$ cat src/rtl/hsv_color_threshold.sv
// HSV window classifier: walks the HSV plane, writes a binary mask plane, counts matches.
// Define HSV_THRESHOLD_BBOX_EN to build the bounding box of matching pixels.
module hsv_color_threshold #(
  parameter int ImageWidth = 320,
  parameter int ImageHeight = 240,
  parameter int HSVStorageOffset = (ImageWidth*ImageHeight)*2+2,
  parameter int MaskStorageOffset = (ImageWidth*ImageHeight)*3+3,
  parameter logic [7:0] NoHueCode = 8'hC0
) (
  input  logic        clk,
  input  logic        reset_n,
  input  logic        enable,
  input  logic        pause,
  input  logic [31:0] data_read,
  output logic [17:0] address,
  output logic        wren,
  output logic [31:0] data_write,
  input  logic [7:0]  hue_min,
  input  logic [7:0]  hue_max,
  input  logic [7:0]  sat_min,
  input  logic [7:0]  sat_max,
  input  logic [7:0]  val_min,
  input  logic [7:0]  val_max,
  output logic        done,
  output logic [16:0] match_count,
  output logic        bbox_valid,
  output logic [8:0]  bbox_x_min,
  output logic [8:0]  bbox_x_max,
  output logic [7:0]  bbox_y_min,
  output logic [7:0]  bbox_y_max
);

  localparam int NPix = ImageWidth * ImageHeight;
  localparam logic [16:0] LastPix = 17'(NPix - 1);
  localparam logic [8:0]  LastX   = 9'(ImageWidth - 1);
  localparam logic [17:0] HsvOff  = 18'(HSVStorageOffset);
  localparam logic [17:0] MaskOff = 18'(MaskStorageOffset);

  typedef enum logic [1:0] {
    IDLE,
    ADDR,
    EVAL,
    ADVANCE
  } state_t;

  state_t r_state;
  state_t w_next;

  logic [17:0] r_addr;
  logic        r_wren;
  logic [31:0] r_wdata;
  logic        r_done;
  logic [16:0] r_cnt;
  logic [8:0]  r_x;
  logic [7:0]  r_y;
  logic [16:0] r_mcnt;
  logic [7:0]  r_hmin;
  logic [7:0]  r_hmax;
  logic [7:0]  r_smin;
  logic [7:0]  r_smax;
  logic [7:0]  r_vmin;
  logic [7:0]  r_vmax;

  logic [7:0] w_h;
  logic [7:0] w_s;
  logic [7:0] w_v;
  logic       w_hue_ok;
  logic       w_sat_ok;
  logic       w_val_ok;
  logic       w_match;
  logic       w_last;
  logic       w_run;
  logic       w_start;
  logic       w_hit;

  assign w_h = data_read[31:24];
  assign w_s = data_read[15:8];
  assign w_v = data_read[7:0];

  // A window with min > max wraps around on hue but is empty on S/V
  always_comb begin
    w_hue_ok = 1'b0;
    if (w_h != NoHueCode) begin
      if (r_hmin <= r_hmax)
        w_hue_ok = (w_h >= r_hmin) && (w_h <= r_hmax);
      else
        w_hue_ok = (w_h >= r_hmin) || (w_h <= r_hmax);
    end
  end

  assign w_sat_ok = (w_s >= r_smin) && (w_s <= r_smax);
  assign w_val_ok = (w_v >= r_vmin) && (w_v <= r_vmax);
  assign w_match  = w_hue_ok && w_sat_ok && w_val_ok;
  assign w_last   = (r_cnt == LastPix);

  assign w_run   = enable && !pause;
  assign w_start = w_run && (r_state == IDLE) && !r_done;
  assign w_hit   = w_run && (r_state == EVAL) && w_match;

  always_ff @(posedge clk) begin
    if (!reset_n)
      r_state <= IDLE;
    else
      r_state <= w_next;
  end

  always_comb begin
    w_next = r_state;
    if (!enable) begin
      w_next = IDLE;
    end else if (!pause) begin
      unique case (r_state)
        IDLE:    if (!r_done) w_next = ADDR;
        ADDR:    w_next = EVAL;
        EVAL:    w_next = ADVANCE;
        ADVANCE: w_next = w_last ? IDLE : ADDR;
        default: w_next = IDLE;
      endcase
    end
  end

  always_ff @(posedge clk) begin
    if (!reset_n) begin
      r_addr  <= '0;
      r_wren  <= 1'b0;
      r_wdata <= '0;
      r_done  <= 1'b0;
      r_cnt   <= '0;
      r_x     <= '0;
      r_y     <= '0;
      r_mcnt  <= '0;
      r_hmin  <= '0;
      r_hmax  <= '0;
      r_smin  <= '0;
      r_smax  <= '0;
      r_vmin  <= '0;
      r_vmax  <= '0;
    end else if (!enable) begin
      r_addr  <= '0;
      r_wren  <= 1'b0;
      r_wdata <= '0;
      r_done  <= 1'b0;
      r_cnt   <= '0;
      r_x     <= '0;
      r_y     <= '0;
    end else if (!pause) begin
      unique case (r_state)
        IDLE: begin
          if (!r_done) begin
            r_hmin <= hue_min;
            r_hmax <= hue_max;
            r_smin <= sat_min;
            r_smax <= sat_max;
            r_vmin <= val_min;
            r_vmax <= val_max;
            r_mcnt <= '0;
          end
        end
        ADDR: begin
          r_wren <= 1'b0;
          r_addr <= {1'b0, r_cnt} + HsvOff;
        end
        EVAL: begin
          r_addr  <= {1'b0, r_cnt} + MaskOff;
          r_wdata <= {32{w_match}};
          r_wren  <= 1'b1;
          if (w_match) r_mcnt <= r_mcnt + 17'd1;
        end
        ADVANCE: begin
          r_wren <= 1'b0;
          r_cnt  <= r_cnt + 17'd1;
          if (r_x == LastX) begin
            r_x <= '0;
            r_y <= r_y + 8'd1;
          end else begin
            r_x <= r_x + 9'd1;
          end
          if (w_last) r_done <= 1'b1;
        end
        default: ;
      endcase
    end
  end

  assign address     = r_addr;
  assign wren        = r_wren;
  assign data_write  = r_wdata;
  assign done        = r_done;
  assign match_count = r_mcnt;

`ifdef HSV_THRESHOLD_BBOX_EN
  logic [8:0] r_xmin;
  logic [8:0] r_xmax;
  logic [7:0] r_ymin;
  logic [7:0] r_ymax;
  logic       w_unused;

  // Zero matches so far means this hit seeds the box
  always_ff @(posedge clk) begin
    if (!reset_n || w_start) begin
      r_xmin <= '0;
      r_xmax <= '0;
      r_ymin <= '0;
      r_ymax <= '0;
    end else if (w_hit) begin
      if (r_mcnt == '0) begin
        r_xmin <= r_x;
        r_xmax <= r_x;
        r_ymin <= r_y;
        r_ymax <= r_y;
      end else begin
        if (r_x < r_xmin) r_xmin <= r_x;
        if (r_x > r_xmax) r_xmax <= r_x;
        if (r_y < r_ymin) r_ymin <= r_y;
        if (r_y > r_ymax) r_ymax <= r_y;
      end
    end
  end

  assign bbox_valid = (r_mcnt != '0);
  assign bbox_x_min = r_xmin;
  assign bbox_x_max = r_xmax;
  assign bbox_y_min = r_ymin;
  assign bbox_y_max = r_ymax;
  assign w_unused   = ^{data_read[23:16], w_hit};
`else
  logic w_unused;

  assign bbox_valid = 1'b0;
  assign bbox_x_min = '0;
  assign bbox_x_max = '0;
  assign bbox_y_min = '0;
  assign bbox_y_max = '0;
  assign w_unused   = ^{data_read[23:16], r_x, r_y, w_start, w_hit};
`endif

endmodule

$ cat config.mk
export PLATFORM = sky130hd
export DESIGN_NAME = hsv_color_threshold
export DESIGN_NICKNAME = d
export VERILOG_FILES = /design/src/rtl/hsv_color_threshold.sv
export SDC_FILE = /design/constraint.sdc
export NUM_CORES = 1
export LEC_CHECK = 0
export ABC_AREA = 1
export ABC_CLOCK_PERIOD_IN_PS = 2400
export CAP_MARGIN = 5
export CORE_ASPECT_RATIO = 1.75
export CORE_MARGIN = 5
export CORE_UTILIZATION = 48
export CTS_CLUSTER_DIAMETER = 60
export DETAILED_ROUTE_END_ITERATION = 6
export PLACE_DENSITY = 0.87
export SYNTH_ARGS = -nofsm -noshare
export SYNTH_HDL_FRONTEND = slang
export SYNTH_SLANG_ARGS = --single-unit
$ cat constraint.sdc
create_clock -name clk -period 2.4 [get_ports clk]
set_input_delay 0.36 -clock clk [delete_from_list [all_inputs] [get_ports clk]]
set_output_delay 0.36 -clock clk [all_outputs]
set_load 0.05 [all_outputs]
==> Word level (Yosys, flattened, before mapping) <==
Cells that the tools add are included.
{ "word_totals": {"regBits": 105, "input_bits": 84, "output_inout_bits": 104} }
{ "classes": {"addsub": 4, "magnitude_cmp": 7, "eq_ne": 7, "mux": 10, "n_bitwise": 2, "n_reduce_logical": 20} }
{ "ops": {"columns": ["cell", "n"], "rows": [
  ["17-bit by 18-bit adder with 18-bit output, second input constant", 2],
  ["18-bit one-hot mux with 2 select lines", 1],
  ["17-bit by 1-bit adder with 17-bit output, second input constant", 2],
  ["17-bit 2-to-1 mux", 2],
  ["17-bit one-hot mux with 2 select lines", 1],
  ["8-bit less-or-equal comparator", 4],
  ["8-bit greater-or-equal comparator", 3],
  ["17-bit == test, second input constant", 1],
  ["2-bit AND reduction", 6],
  ["8-bit inequality test, second input constant", 1],
  ["2-bit one-hot mux with 4 select lines", 1],
  ["2-bit nonzero test", 3],
  ["1-bit logical AND", 5],
  ["5-bit AND reduction", 1],
  ["2-bit == test, second input constant", 2],
  ["2-bit inequality test, second input constant", 2],
  ["4-bit AND reduction", 1],
  ["1-bit 2-to-1 mux", 3],
  ["3-bit AND reduction", 1],
  ["2-bit by 1-bit == test with 1-bit output, second input constant", 1],
  ["2-bit zero test", 1],
  ["2-bit 2-to-1 mux", 1],
  ["1-bit NOT", 2],
  ["1-bit one-hot mux with 2 select lines", 1],
  ["2 further kinds", 2]
]} }

==> Logic depth before layout (Yosys ltp) <==
{ "logic_depth": {"ltp_word": 8, "mapped_depth": 19, "ltp_nobuf": 18} }

==> Least setup slack after synthesis <==
OpenSTA, ideal clock, no wires.
{ "synth_timing": {"path_kind": "register -> register", "from": "register r_mcnt[0] (netlist: match_count[0])", "to": "register r_mcnt[12] (netlist: match_count[12])", "setup_time_ns": 0.117, "arrival_time_ns": 2.037, "required_ns": 2.283, "slack_ns": 0.246, "stages_incl_launch_ff": 13, "path_buffers": 0, "synth_period_minus_slack_ns": 2.154, "path_cell_list": "dfxtp_1 -> ha_1 -> nand4_1 -> nor2_2 -> nand2_1 -> nor2_2 -> inv_2 -> nor2_1 -> nand3_1 -> o211ai_1 -> nand3_1 -> nand2_1 -> nor2_1"} }
{ "synth_via": {"elab_chain_len": 3} }
{ "synth_rtl": {"columns": ["element", "line", "source"], "rows": [
  ["from (decl)", "56", "logic [16:0] r_mcnt;"],
  ["from (signal assigned)", "167", "if (w_match) r_mcnt <= r_mcnt + 17'd1;"],
  ["17-bit by 1-bit adder with 17-bit output", "167", null],
  ["17-bit 2-to-1 mux", "167", null],
  ["17-bit one-hot mux with 2 select lines", "147", "unique case (r_state)"]
]} }
Every way passes these cells. The select of a mux whose other input is x is not followed.
A chain may end at the register's enable or synchronous reset.

==> Worst setup path after layout <==
{ "layout_timing": {"from": "input data_read[31]", "to": "register r_mcnt[14] (netlist: match_count[14])"} }
{ "layout_via": {"elab_chain_len": 8, "word_cells_on_any_way": 11, "cone_classes": "order compare (2); eq/ne (2); mux (2); reduce/logical (5)"} }
{ "layout_rtl": {"columns": ["element", "line", "source"], "rows": [
  ["from (decl)", "14", "input logic [31:0] data_read,"],
  ["8-bit greater-or-equal comparator / 8-bit less-or-equal comparator (equally long branches)", "85, 87", null],
  ["1-bit logical OR / 1-bit logical AND (equally long branches)", "87, 85", null],
  ["1-bit 2-to-1 mux", "84", "if (r_hmin <= r_hmax)"],
  ["1-bit 2-to-1 mux (*)", "83", "if (w_h != NoHueCode) begin"],
  ["1-bit logical AND (*) (2 in series)", "93", "assign w_match = w_hue_ok && w_sat_ok && w_val_ok;"],
  ["2-bit inequality test (no line) (*)", null, null],
  ["5-bit AND reduction (no line) (*)", null, null]
]} }
Every way passes the cells marked *; elsewhere a longest branch is shown, timed or not.

==> results by group <==
Floorplan
  – I/O pin count: 188
  – Number of core rows: 57
  – Die Outline Area: 16,800 um^2
  – Die Y-Extent: 167.7 um
  – Core Area: 13,910 um^2
  – Die span in x: 100.1 um
  – Starting density of the core: 49.08%

Clock tree
  – Insertion delay to the later sink of the worst-skew pair: 0.35 ns
  – Post-CTS Repair Setup Buffers: 0
  – Hold bufs inserted after CTS: 0
  – Cells resized by post-CTS repair: 0
  – CTS root buf: sky130_fd_sc_hd__clkbuf_16
  – Clock buffers created by TritonCTS: 9
  – CTS tree: done
  – Max Root-Sink Buffers: 2
  – Num Clock Sinks: 105
  – Clock-pin transition on the worst setup and hold timing paths: 0.07 ns
  – Level count of the clock H-tree: 3

Critical path
  – Kind of launch point of the worst setup path: input port
  – Worst reg2reg endpoint: match_count[14]
  – Setup crit start: data_read[31]
  – Required time reported for the critical path endpoint: 2.64 ns
  – Flop-to-flop setup slack: 0.33 ns
  – Critical path fanouts, max: 4
  – CP arrival: 2.45 ns
  – Worst setup path category: input port to flop
  – R2R depth: 14
  – Kind of end point of the critical path: flop
  – End of the critical path: match_count[14]
  – Reg-to-Reg Start: r_hmin[7]

GRT
  – Maximum number of pins on one net before global-route repair: 92
  – First-pass GRT wire length: 27,260 um
  – Via count of the first global-routing pass: 6,260
  – Overall routing resource usage: 19.56%
  – Initial antenna violation count: 0
  – Overflow left after global routing: 0

Routing
  – Routed wire per std cell: 13.19 um
  – Initial DRC Count: 218
  – Number of routed nets with antenna violations: 0
  – Total iterations of the first detailed-routing run: 4
  – Via count: 6,389
  – Total wire length: 16,600 um
  – Number of DRC violations after detailed routing: 0
  – Average vias per placed instance: 5.079

Timing
  – Number of slew-limit violations in the final report: 0
  – Final Critical Period: 2.207 ns
  – Setup Viol. Count Final: 0
  – Worst slew pin tran: 0.5274 ns
  – Max-slew headroom at the worst pin: 64.52%
  – RSZ-0062 raised after global routing: false
  – Final clock skew: 0.006425 ns
  – Maximum achievable frequency: 453.2 MHz
  – Final hold vios: 0
  – Share of the clock period used by the worst path after layout: 91.94%

Power and ir drop
  – P_sw: 1419 uW
  – Clock network fraction of total power: 32.5%
  – Switching portion of total power: 32.51%
  – Worst IR Drop VDD: 0.3333 mV
  – Internal Power: 2946 uW
  – Overall power after layout: 4365 uW
  – Total power divided by cell area: 522.6 nW/um^2
  – Sequential fraction of design power: 43.2%
  – Combinational fraction of design power: 24.2%
  – Static leakage power: 0.003619 uW

Run status
  – Status: completed

Place
  – Placed cell count: 1,242
  – Number of port buffers: 144
  – Post-detailed-placement half-perimeter wirelength: 13,330 um
  – RD Place Congestion: 0.8881
  – Placed Instance Area: 8073 um^2

Final layout
  – Final Instance Area: 8353 um^2
  – Top library cells by usage in the layout, fill and taps aside: 150 x sky130_fd_sc_hd__nand2_1, 114 x sky130_fd_sc_hd__inv_1, 111 x sky130_fd_sc_hd__clkdlybuf4s50_1
  – Area growth from synthesis to final layout: 22.38%
  – Most frequent standard cell in the layout excluding fill and tap cells: sky130_fd_sc_hd__nand2_1
  – Ant diodes: 0
  – Share of layout cells above drive strength 1: 10.08%
  – Net count reported at finish: 1,225
  – Number of cells in the finished layout apart from fillers: 1,258

Logic synthesis
  – Post-synthesis average cell area: 7.044 um^2
  – Unique masters post-synth: 44
  – Syn. warnings: 0
  – Syn Std Cell Area: 6825 um^2
  – Cell count after synthesis: 969
  – Proportion of synthesized chip area in sequential cells: 30.80%
  – Number of flip-flops and latches in the synthesized netlist: 105

Worst hold path
  – Class of the most critical hold timing path: input port to flop

Job
  – Number of violations of the max-capacitance limit: 0
[power by group through the flow]
stage               combinational, uW  clock (uW)  sequential, uW
finish                           1060        1420            1890
detailed placement               1060           0            1930
global placement                 1020           0            1920
global route                     1180        1510            1900
floorplan                         663           0            2010
CTS                              1060        1450            1890
[synthesized netlist by cell type]
| cell type | count | area share, % |
|---|---|---|
| sky130_fd_sc_hd__o21a_1 | 5 | 0.55 |
| sky130_fd_sc_hd__nand2_4 | 1 | 0.16 |
| sky130_fd_sc_hd__buf_2 | 6 | 0.44 |
| sky130_fd_sc_hd__o22ai_1 | 1 | 0.092 |
| sky130_fd_sc_hd__o211ai_1 | 7 | 0.77 |
| sky130_fd_sc_hd__nor4_1 | 6 | 0.55 |
| sky130_fd_sc_hd__o21ai_0 | 78 | 5.7 |
| sky130_fd_sc_hd__ha_1 | 65 | 12 |
| sky130_fd_sc_hd__nand2_2 | 4 | 0.37 |
| sky130_fd_sc_hd__conb_1 | 1 | 0.055 |
| sky130_fd_sc_hd__nor2_1 | 86 | 4.7 |
| sky130_fd_sc_hd__a21oi_1 | 107 | 7.8 |
| sky130_fd_sc_hd__nor2_2 | 7 | 0.64 |
| sky130_fd_sc_hd__buf_6 | 1 | 0.16 |
| sky130_fd_sc_hd__nor4_2 | 1 | 0.18 |
| sky130_fd_sc_hd__inv_1 | 114 | 6.3 |
| sky130_fd_sc_hd__o21ai_1 | 11 | 0.81 |
| sky130_fd_sc_hd__buf_1 | 1 | 0.055 |
| sky130_fd_sc_hd__nand2_1 | 150 | 8.2 |
| sky130_fd_sc_hd__dfxtp_1 | 105 | 31 |
| sky130_fd_sc_hd__nand4_1 | 13 | 1.2 |
| sky130_fd_sc_hd__nand3_1 | 39 | 2.9 |
| sky130_fd_sc_hd__clkbuf_1 | 26 | 1.4 |
| sky130_fd_sc_hd__nand4_2 | 1 | 0.18 |
| sky130_fd_sc_hd__o21bai_1 | 1 | 0.11 |
| sky130_fd_sc_hd__nand3_2 | 2 | 0.29 |
| sky130_fd_sc_hd__or2_2 | 1 | 0.092 |
| sky130_fd_sc_hd__xor2_1 | 9 | 1.2 |
| sky130_fd_sc_hd__a31oi_1 | 1 | 0.092 |
| sky130_fd_sc_hd__nor3_1 | 9 | 0.66 |
| sky130_fd_sc_hd__or2_1 | 2 | 0.18 |
| sky130_fd_sc_hd__a211oi_1 | 2 | 0.22 |
| sky130_fd_sc_hd__o31ai_1 | 2 | 0.22 |
| sky130_fd_sc_hd__a31o_2 | 1 | 0.13 |
| sky130_fd_sc_hd__o221ai_1 | 5 | 0.64 |
| sky130_fd_sc_hd__nor3_2 | 1 | 0.15 |
| sky130_fd_sc_hd__buf_4 | 67 | 7.4 |
| sky130_fd_sc_hd__inv_2 | 15 | 0.82 |
| sky130_fd_sc_hd__nand3b_1 | 2 | 0.22 |
| sky130_fd_sc_hd__clkinv_1 | 4 | 0.22 |
| sky130_fd_sc_hd__nand3_4 | 1 | 0.26 |
| sky130_fd_sc_hd__xnor2_1 | 2 | 0.26 |
| sky130_fd_sc_hd__nor2_4 | 4 | 0.66 |
| sky130_fd_sc_hd__a21o_1 | 2 | 0.22 |
[sequential cells by signal, summed over array words and instances (netlist names)]
signal / flops
address: 18
match_count: 17
r_vmax: 8
data_write: 1
r_vmin: 8
r_hmax: 8
r_hmin: 8
r_smin: 8
r_smax: 8
wren: 1
done: 1
r_cnt: 17
r_state: 2
[how the worst min path moves through the flow]
stage	start	end	cells after the start
2_1_floorplan	r_smax[5]	r_smax[5]	2
5_1_grt	reset_n	match_count[1]	3
3_3_place_gp	r_vmin[5]	r_vmin[5]	2
3_5_place_dp	r_smin[2]	r_smin[2]	2
6_report	reset_n	match_count[16]	3
4_1_cts	reset_n	match_count[16]	3
[cells by family (layout without fill, tap and decap cells)]
| group | count (synthesis) | after routing | synth area share (%) |
|---|---|---|---|
| xor gates and xnor gates | 11 | 11 | 1.412 |
| other | 1 | 35 | 0.05494 |
| and+or+nand+nor | 330 | 330 | 21.63 |
| AOI/OAI and AO/OA | 223 | 223 | 17.42 |
| adders and majority gates | 65 | 65 | 11.92 |
| DFF | 105 | 105 | 30.80 |
| buffers and inverters | 234 | 312 | 16.77 |
[layout make-up]
| cell class | instances | area, um^2 |
|---|---|---|
| Fill cell | 1267 | 5554 |
| Multi-Input combinational cell | 664 | 3714 |
| Sequential cell | 105 | 2102 |
| Timing Repair Buffer | 163 | 1536 |
| Inverter | 133 | 499.2 |
| Clock buffer | 9 | 225.2 |
| Tap cell | 177 | 221.5 |
| Clock inverter | 7 | 55.05 |
[per-layer routing]
layer / global-route usage [%] / vias up / share of wire (%)
li1: - / 3286 / -
met1: 19.43 / 2865 / 36
met2: 38.13 / 192 / 54
met3: 3.331 / 46 / 5.9
met4: 8.739 / 0 / 3.7
met5: 0 / - / 0
[critical path, cell delays in order]
cell	delay, ns
sky130_fd_sc_hd__clkdlybuf4s50_1	0.47
sky130_fd_sc_hd__ha_1	0.34
sky130_fd_sc_hd__nand2_1	0.07
sky130_fd_sc_hd__inv_1	0.03
sky130_fd_sc_hd__nor2_1	0.11
sky130_fd_sc_hd__o21a_1	0.13
sky130_fd_sc_hd__nand2_1	0.08
sky130_fd_sc_hd__nor2_1	0.13
sky130_fd_sc_hd__nor2_1	0.05
sky130_fd_sc_hd__nand4_1	0.12
sky130_fd_sc_hd__nand2_1	0.15
sky130_fd_sc_hd__buf_4	0.18
sky130_fd_sc_hd__a21oi_1	0.16
sky130_fd_sc_hd__nor2_2	0.06
[metrics by stage]
| step | hold WS (ns) | TNS (ns) | setup WS [ns] | utilization (%) |
|---|---|---|---|---|
| floorplan | 0.4331 | 0 | 0.2463 | - |
| global placement | 0.4414 | -1.564 | -0.1105 | 58.05 |
| detailed placement | 0.4493 | -2.258 | -0.1663 | 58.05 |
| CTS | 0.3961 | 0 | 0.2073 | 60.06 |
| global route | 0.4034 | 0 | 0.02059 | 60.06 |
| finish | 0.4070 | 0 | 0.1934 | 60.06 |
Power figures use the tool's default switching activity.
==> patch 1, RTL diff (same settings) <==
Compare `r_cnt` against `LastPix` with >= in place of ==.
--- a/src/rtl/hsv_color_threshold.sv
+++ b/src/rtl/hsv_color_threshold.sv
@@ -93,3 +93,3 @@
   assign w_match  = w_hue_ok && w_sat_ok && w_val_ok;
-  assign w_last   = (r_cnt == LastPix);
+  assign w_last   = (r_cnt >= LastPix);
 
Formal check against the unedited RTL: same outputs for any inputs over 4 cycles, from zero or initial values and one cycle with reset_n low; that may be too few to reach the edited logic, so the function may still have changed.
==> patch 1 against the original RTL <==
  * Via count rose by 2.1%
  * Clock skew is 0.00088 ns higher
  * Combinational power increased by 8%
  * Synthesized cell count grew 0.83%
  * Wire length up 8.7%
  * Area after synthesis increased by 1.0%
  * Final area is 0.70% higher
  * Sequential cell count is the same
  * Non-clock buffer count decreased by 6
  * Setup slack improved by 0.0031 ns
  * Count of clock-buffer cells in the layout unchanged
  * Power is 2.0% higher
  * Global-route usage increased by 1.5 points
  * Critical path type unchanged
  * Critical endpoint is now match_count[8]
==> patch 1: results (changes against the original RTL) <==
{| class="wikitable"
! Metric !! Value
|-
| Status || finished, final reports clean
|-
| Top cells by area in the synthesized netlist || sky130_fd_sc_hd__dfxtp_1 30%, sky130_fd_sc_hd__ha_1 12%, sky130_fd_sc_hd__a21oi_1 7.9%
|-
| Top cells by count, synth || 143 x sky130_fd_sc_hd__nand2_1, 121 x sky130_fd_sc_hd__inv_1, 109 x sky130_fd_sc_hd__a21oi_1
|-
| Worst slew pin tran || 0.623 ns (+0.0957 ns)
|-
| Standard cell area after detailed placement || 8130 µm² (+0.71%)
|-
| Worst setup slack after placement || -0.127 ns (+0.0392 ns)
|-
| Placer congestion estimate || 0.926 (+4.3%)
|-
| Fill cell instance count of the final layout || 1284 (+1.3%)
|-
| Initial DRT Pass Iterations || 5 (+1)
|-
| Post-route insts no fill || 1264 (+0.48%)
|-
| Final routed wire length divided by cell count || 14.3 µm (+8.2%)
|-
| Wire length of the first global-routing pass || 29.0 mm (+6.4%)
|-
| R2R Path End || match_count[8]
|-
| Clock skew || 0.00730 ns (+0.000880 ns)
|-
| P_leak || 3.61 nW (-0.35%)
|-
| Vias after detailed routing || 6522 (+2.1%)
|-
| Proportion of synthesized chip area in sequential cells || 30.5% (-0.31 points)
|-
| Number of antenna violations at the first check in global routing || 1 (+1)
|-
| Fin Hold WS || 0.455 ns (+0.0480 ns)
|-
| Initial DRC Count || 315 (+44%)
|-
| Tightest Hold Check Type || primary input to flip-flop
|-
| Maximum fanout along the worst path || 30 (+26)
|-
| Number of global-route vias before repair || 6408 (+2.4%)
|-
| Length in cells of the worst reg-to-reg path || 15 (+1)
|-
| Cells on Worst Hold Path || 5 (+2)
|-
| Mean area per synthesized cell || 7.06 µm² (+0.20%)
|-
| Tot GR Track Use || 21.1% (+1.5 points)
|-
| Ratio of cells with drive above 1 in the final layout || 9.23% (-0.85 points)
|}
-- patch 1: cells by family (layout without fill, tap and decap cells) --
kind of cell | count (synthesis) | count (layout) | synth area share (%)
and+or+nand+nor | 330 | 330 | 21.4
DFF | 105 | 105 | 30.5
other | 1 | 36 | 0.0544
xor gates and xnor gates | 19 | 19 | 2.41
adders and majority gates | 65 | 65 | 11.8
buffers and inverters | 234 | 306 | 16.5
AOI/OAI and AO/OA | 223 | 223 | 17.3
-- patch 1: layer usage --
metal  GRT usage, %  vias up  share of wire [%]
met5              0        -                  0
met4           11.7        0                5.4
met3           3.59       69                4.9
met2           41.4      198                 54
met1           19.8     2961                 35
li1               -     3294                  -
-- patch 1: layout make-up --
cell class | instances | area (µm²) | share of cell area [%]
Tap cell | 180 | 225 | 2.68
Clock buffer | 9 | 225 | 2.68
Inverter | 134 | 504 | 5.99
Multi-Input combinational cell | 672 | 3790 | 45.1
Timing Repair Buffer | 157 | 1500 | 17.9
Clock inverter | 6 | 53.8 | 0.640
Sequential cell | 105 | 2100 | 25.0
Antenna cell | 1 | 2.50 | 0.0297
-- patch 1: how the worst max path moves through the flow --
stage	from	end	slack [ns]	cells after the start
2_1_floorplan	match_count[0]	match_count[14]	0.44	10
3_3_place_gp	data_read[13]	match_count[14]	-0.08	15
3_5_place_dp	data_read[13]	match_count[5]	-0.13	15
4_1_cts	data_read[13]	match_count[8]	0.23	15
5_1_grt	data_read[31]	match_count[13]	0.01	14
6_report	data_read[15]	match_count[8]	0.20	14
-- patch 1: report_power, final --
part           switching, mW  total [mW]  leakage [nW]  internal (mW)
logic                  0.715        1.14          2.62          0.422
registers             0.0641        1.90         0.858           1.84
clock network          0.696        1.41         0.128          0.715
total                   1.48        4.45          3.61           2.97
-- patch 1: stage by stage --
step                      utilization, %  total power, mW
after floorplan                        -             2.74
after CTS                           59.1             4.48
after global placement              57.2             3.04
final                               59.1             4.45
after detailed placement            57.2             3.07
after global routing                59.1             4.70
-- patch 1: worst max-delay path, stage by stage --
cell and delay [ns]:
sky130_fd_sc_hd__clkdlybuf4s50_1 0.46, sky130_fd_sc_hd__ha_1 0.33, sky130_fd_sc_hd__a21o_1 0.19, sky130_fd_sc_hd__nor2_1 0.13, sky130_fd_sc_hd__nand2_1 0.07, sky130_fd_sc_hd__nand2_1 0.09
sky130_fd_sc_hd__nand2_1 0.05, sky130_fd_sc_hd__nor2_1 0.09, sky130_fd_sc_hd__nand4_1 0.12, sky130_fd_sc_hd__nand2_1 0.15, sky130_fd_sc_hd__buf_12 0.19, sky130_fd_sc_hd__nand3_1 0.09
sky130_fd_sc_hd__nand2_1 0.08, sky130_fd_sc_hd__nor2_1 0.05
==> patch 2, RTL diff (same flow settings) <==
Made on the original files. Build with the macro `HSV_THRESHOLD_BBOX_EN` defined.
--- a/src/rtl/hsv_color_threshold.sv
+++ b/src/rtl/hsv_color_threshold.sv
@@ -2,2 +2,4 @@
 // Define HSV_THRESHOLD_BBOX_EN to build the bounding box of matching pixels.
+`define HSV_THRESHOLD_BBOX_EN
+
 module hsv_color_threshold #(
Check against the original RTL: not equivalent (a bounded check fails within 4 cycles, from zero or initial values and one cycle with reset_n low).
==> patch 2 against the original RTL <==
  * Global-route usage is 3.3 points higher
  * Clock skew increased by 0.0044 ns
  * Sequential cell count up 51
  * Highest routed layer unchanged
  * Setup slack got worse by 0.16 ns
  * Final area up 50%
  * Power rose by 62%
  * Area after synthesis is 45% higher
  * Wire length rose by 69%
==> patch 2: results (changes against the original RTL) <==
{| class="wikitable"
! Metric !! Value
|-
| Initial DRC Count || 536 (+150%)
|-
| Cells on Worst Hold Path || 2 (-1)
|-
| Final routed wire length divided by cell count || 15.2 µm (+16%)
|-
| Final routed wirelength across all metal layers || 28.0 mm (+69%)
|-
| Num CTS Buffers || 17 (+8)
|-
| P_leak || 5.55 nW (+53%)
|-
| Status || finished, final reports clean
|-
| Power share of the clock group || 43.3% (+11 points)
|-
| Maximum fanout along the worst path || 7 (+3)
|-
| Clock latency reported for the late side of the worst-skew pair || 0.43 ns (+0.08 ns)
|-
| Worst slew pin tran || 0.606 ns (+0.0787 ns)
|-
| Unique cell type count in the Yosys netlist || 46 (+4.5%)
|-
| Wire length of the first global-routing pass || 44.8 mm (+65%)
|-
| WP data arrival || 2.68 ns (+0.23 ns)
|-
| Fin Hold WS || 0.462 ns (+0.0548 ns)
|-
| Detail Placement HPWL || 20.7 mm (+55%)
|-
| Worst setup slack after placement || -0.298 ns (-0.132 ns)
|-
| Tightest Hold Check Type || flip-flop to flip-flop
|-
| Worst Hold Path EP || r_vmin[1]
|-
| Flop pwr share || 39.1% (-4.1 points)
|-
| Power in the clock group || 3.06 mW (+120%)
|-
| Reg-to-reg critical path startpoint || r_hmax[7]
|-
| Source of the worst hold timing path || r_vmin[1]
|-
| Gate Count Post-Synth || 1417 (+46%)
|-
| Ratio of cells with drive above 1 in the final layout || 10.1% (+0.055 points)
|-
| Top cells by area in the synthesized netlist || sky130_fd_sc_hd__dfxtp_1 32%, sky130_fd_sc_hd__ha_1 13%, sky130_fd_sc_hd__nand2_1 9.8%
|}
==> patch 2: cell count changes in the layout (fill, tap and decap cells not counted), moves of 16 or more <==
cell,delta
sky130_fd_sc_hd__ha_1,+33
sky130_fd_sc_hd__dfxtp_1,+51
sky130_fd_sc_hd__clkdlybuf4s50_1,+31
sky130_fd_sc_hd__nand2_1,+106
sky130_fd_sc_hd__conb_1,-35
sky130_fd_sc_hd__o21ai_0,+16
sky130_fd_sc_hd__inv_1,+106
sky130_fd_sc_hd__a21oi_1,+24
sky130_fd_sc_hd__nand3_1,+43
sky130_fd_sc_hd__nor2_1,+50
==> patch 2: metal layers <==
| layer | vias to the layer above | GRT usage [%] | routed length, µm |
|---|---|---|---|
| li1 | 4895 | - | - |
| met1 | 4463 | 22.4 | 10300 |
| met2 | 323 | 43.8 | 14700 |
| met3 | 116 | 4.91 | 1380 |
| met4 | 0 | 13.4 | 1640 |
| met5 | - | 0 | 0 |
==> patch 2: worst max-delay path by stage <==
stage / startpoint / end / slack, ns
floorplan: match_count[0] / bbox_x_max[0] / 0.22
global placement: data_read[29] / match_count[11] / -0.23
detailed placement: data_read[29] / match_count[10] / -0.30
CTS: data_read[29] / match_count[10] / 0.07
global route: r_hmin[7] / bbox_x_max[7] / -0.05
finish: data_read[25] / bbox_x_max[7] / 0.03
==> patch 2: cell type report <==
type | count | area, µm²
clock inverters | 11 | 216
inverters | 234 | 878
well taps | 248 | 310
clock buffers | 19 | 443
flip-flops and latches | 156 | 3120
repair buffers | 215 | 2070
multi-input cells | 953 | 5500
fillers | 1736 | 7740
==> patch 2: cell families after synthesis <==
kind of cell | Yosys count
AND/OR/NAND/NOR | 568
buffers and inverters | 309
AO/OA/AOI/OAI | 267
flip-flops | 156
adder cells (fa/ha/maj) | 100
XOR/XNOR | 17
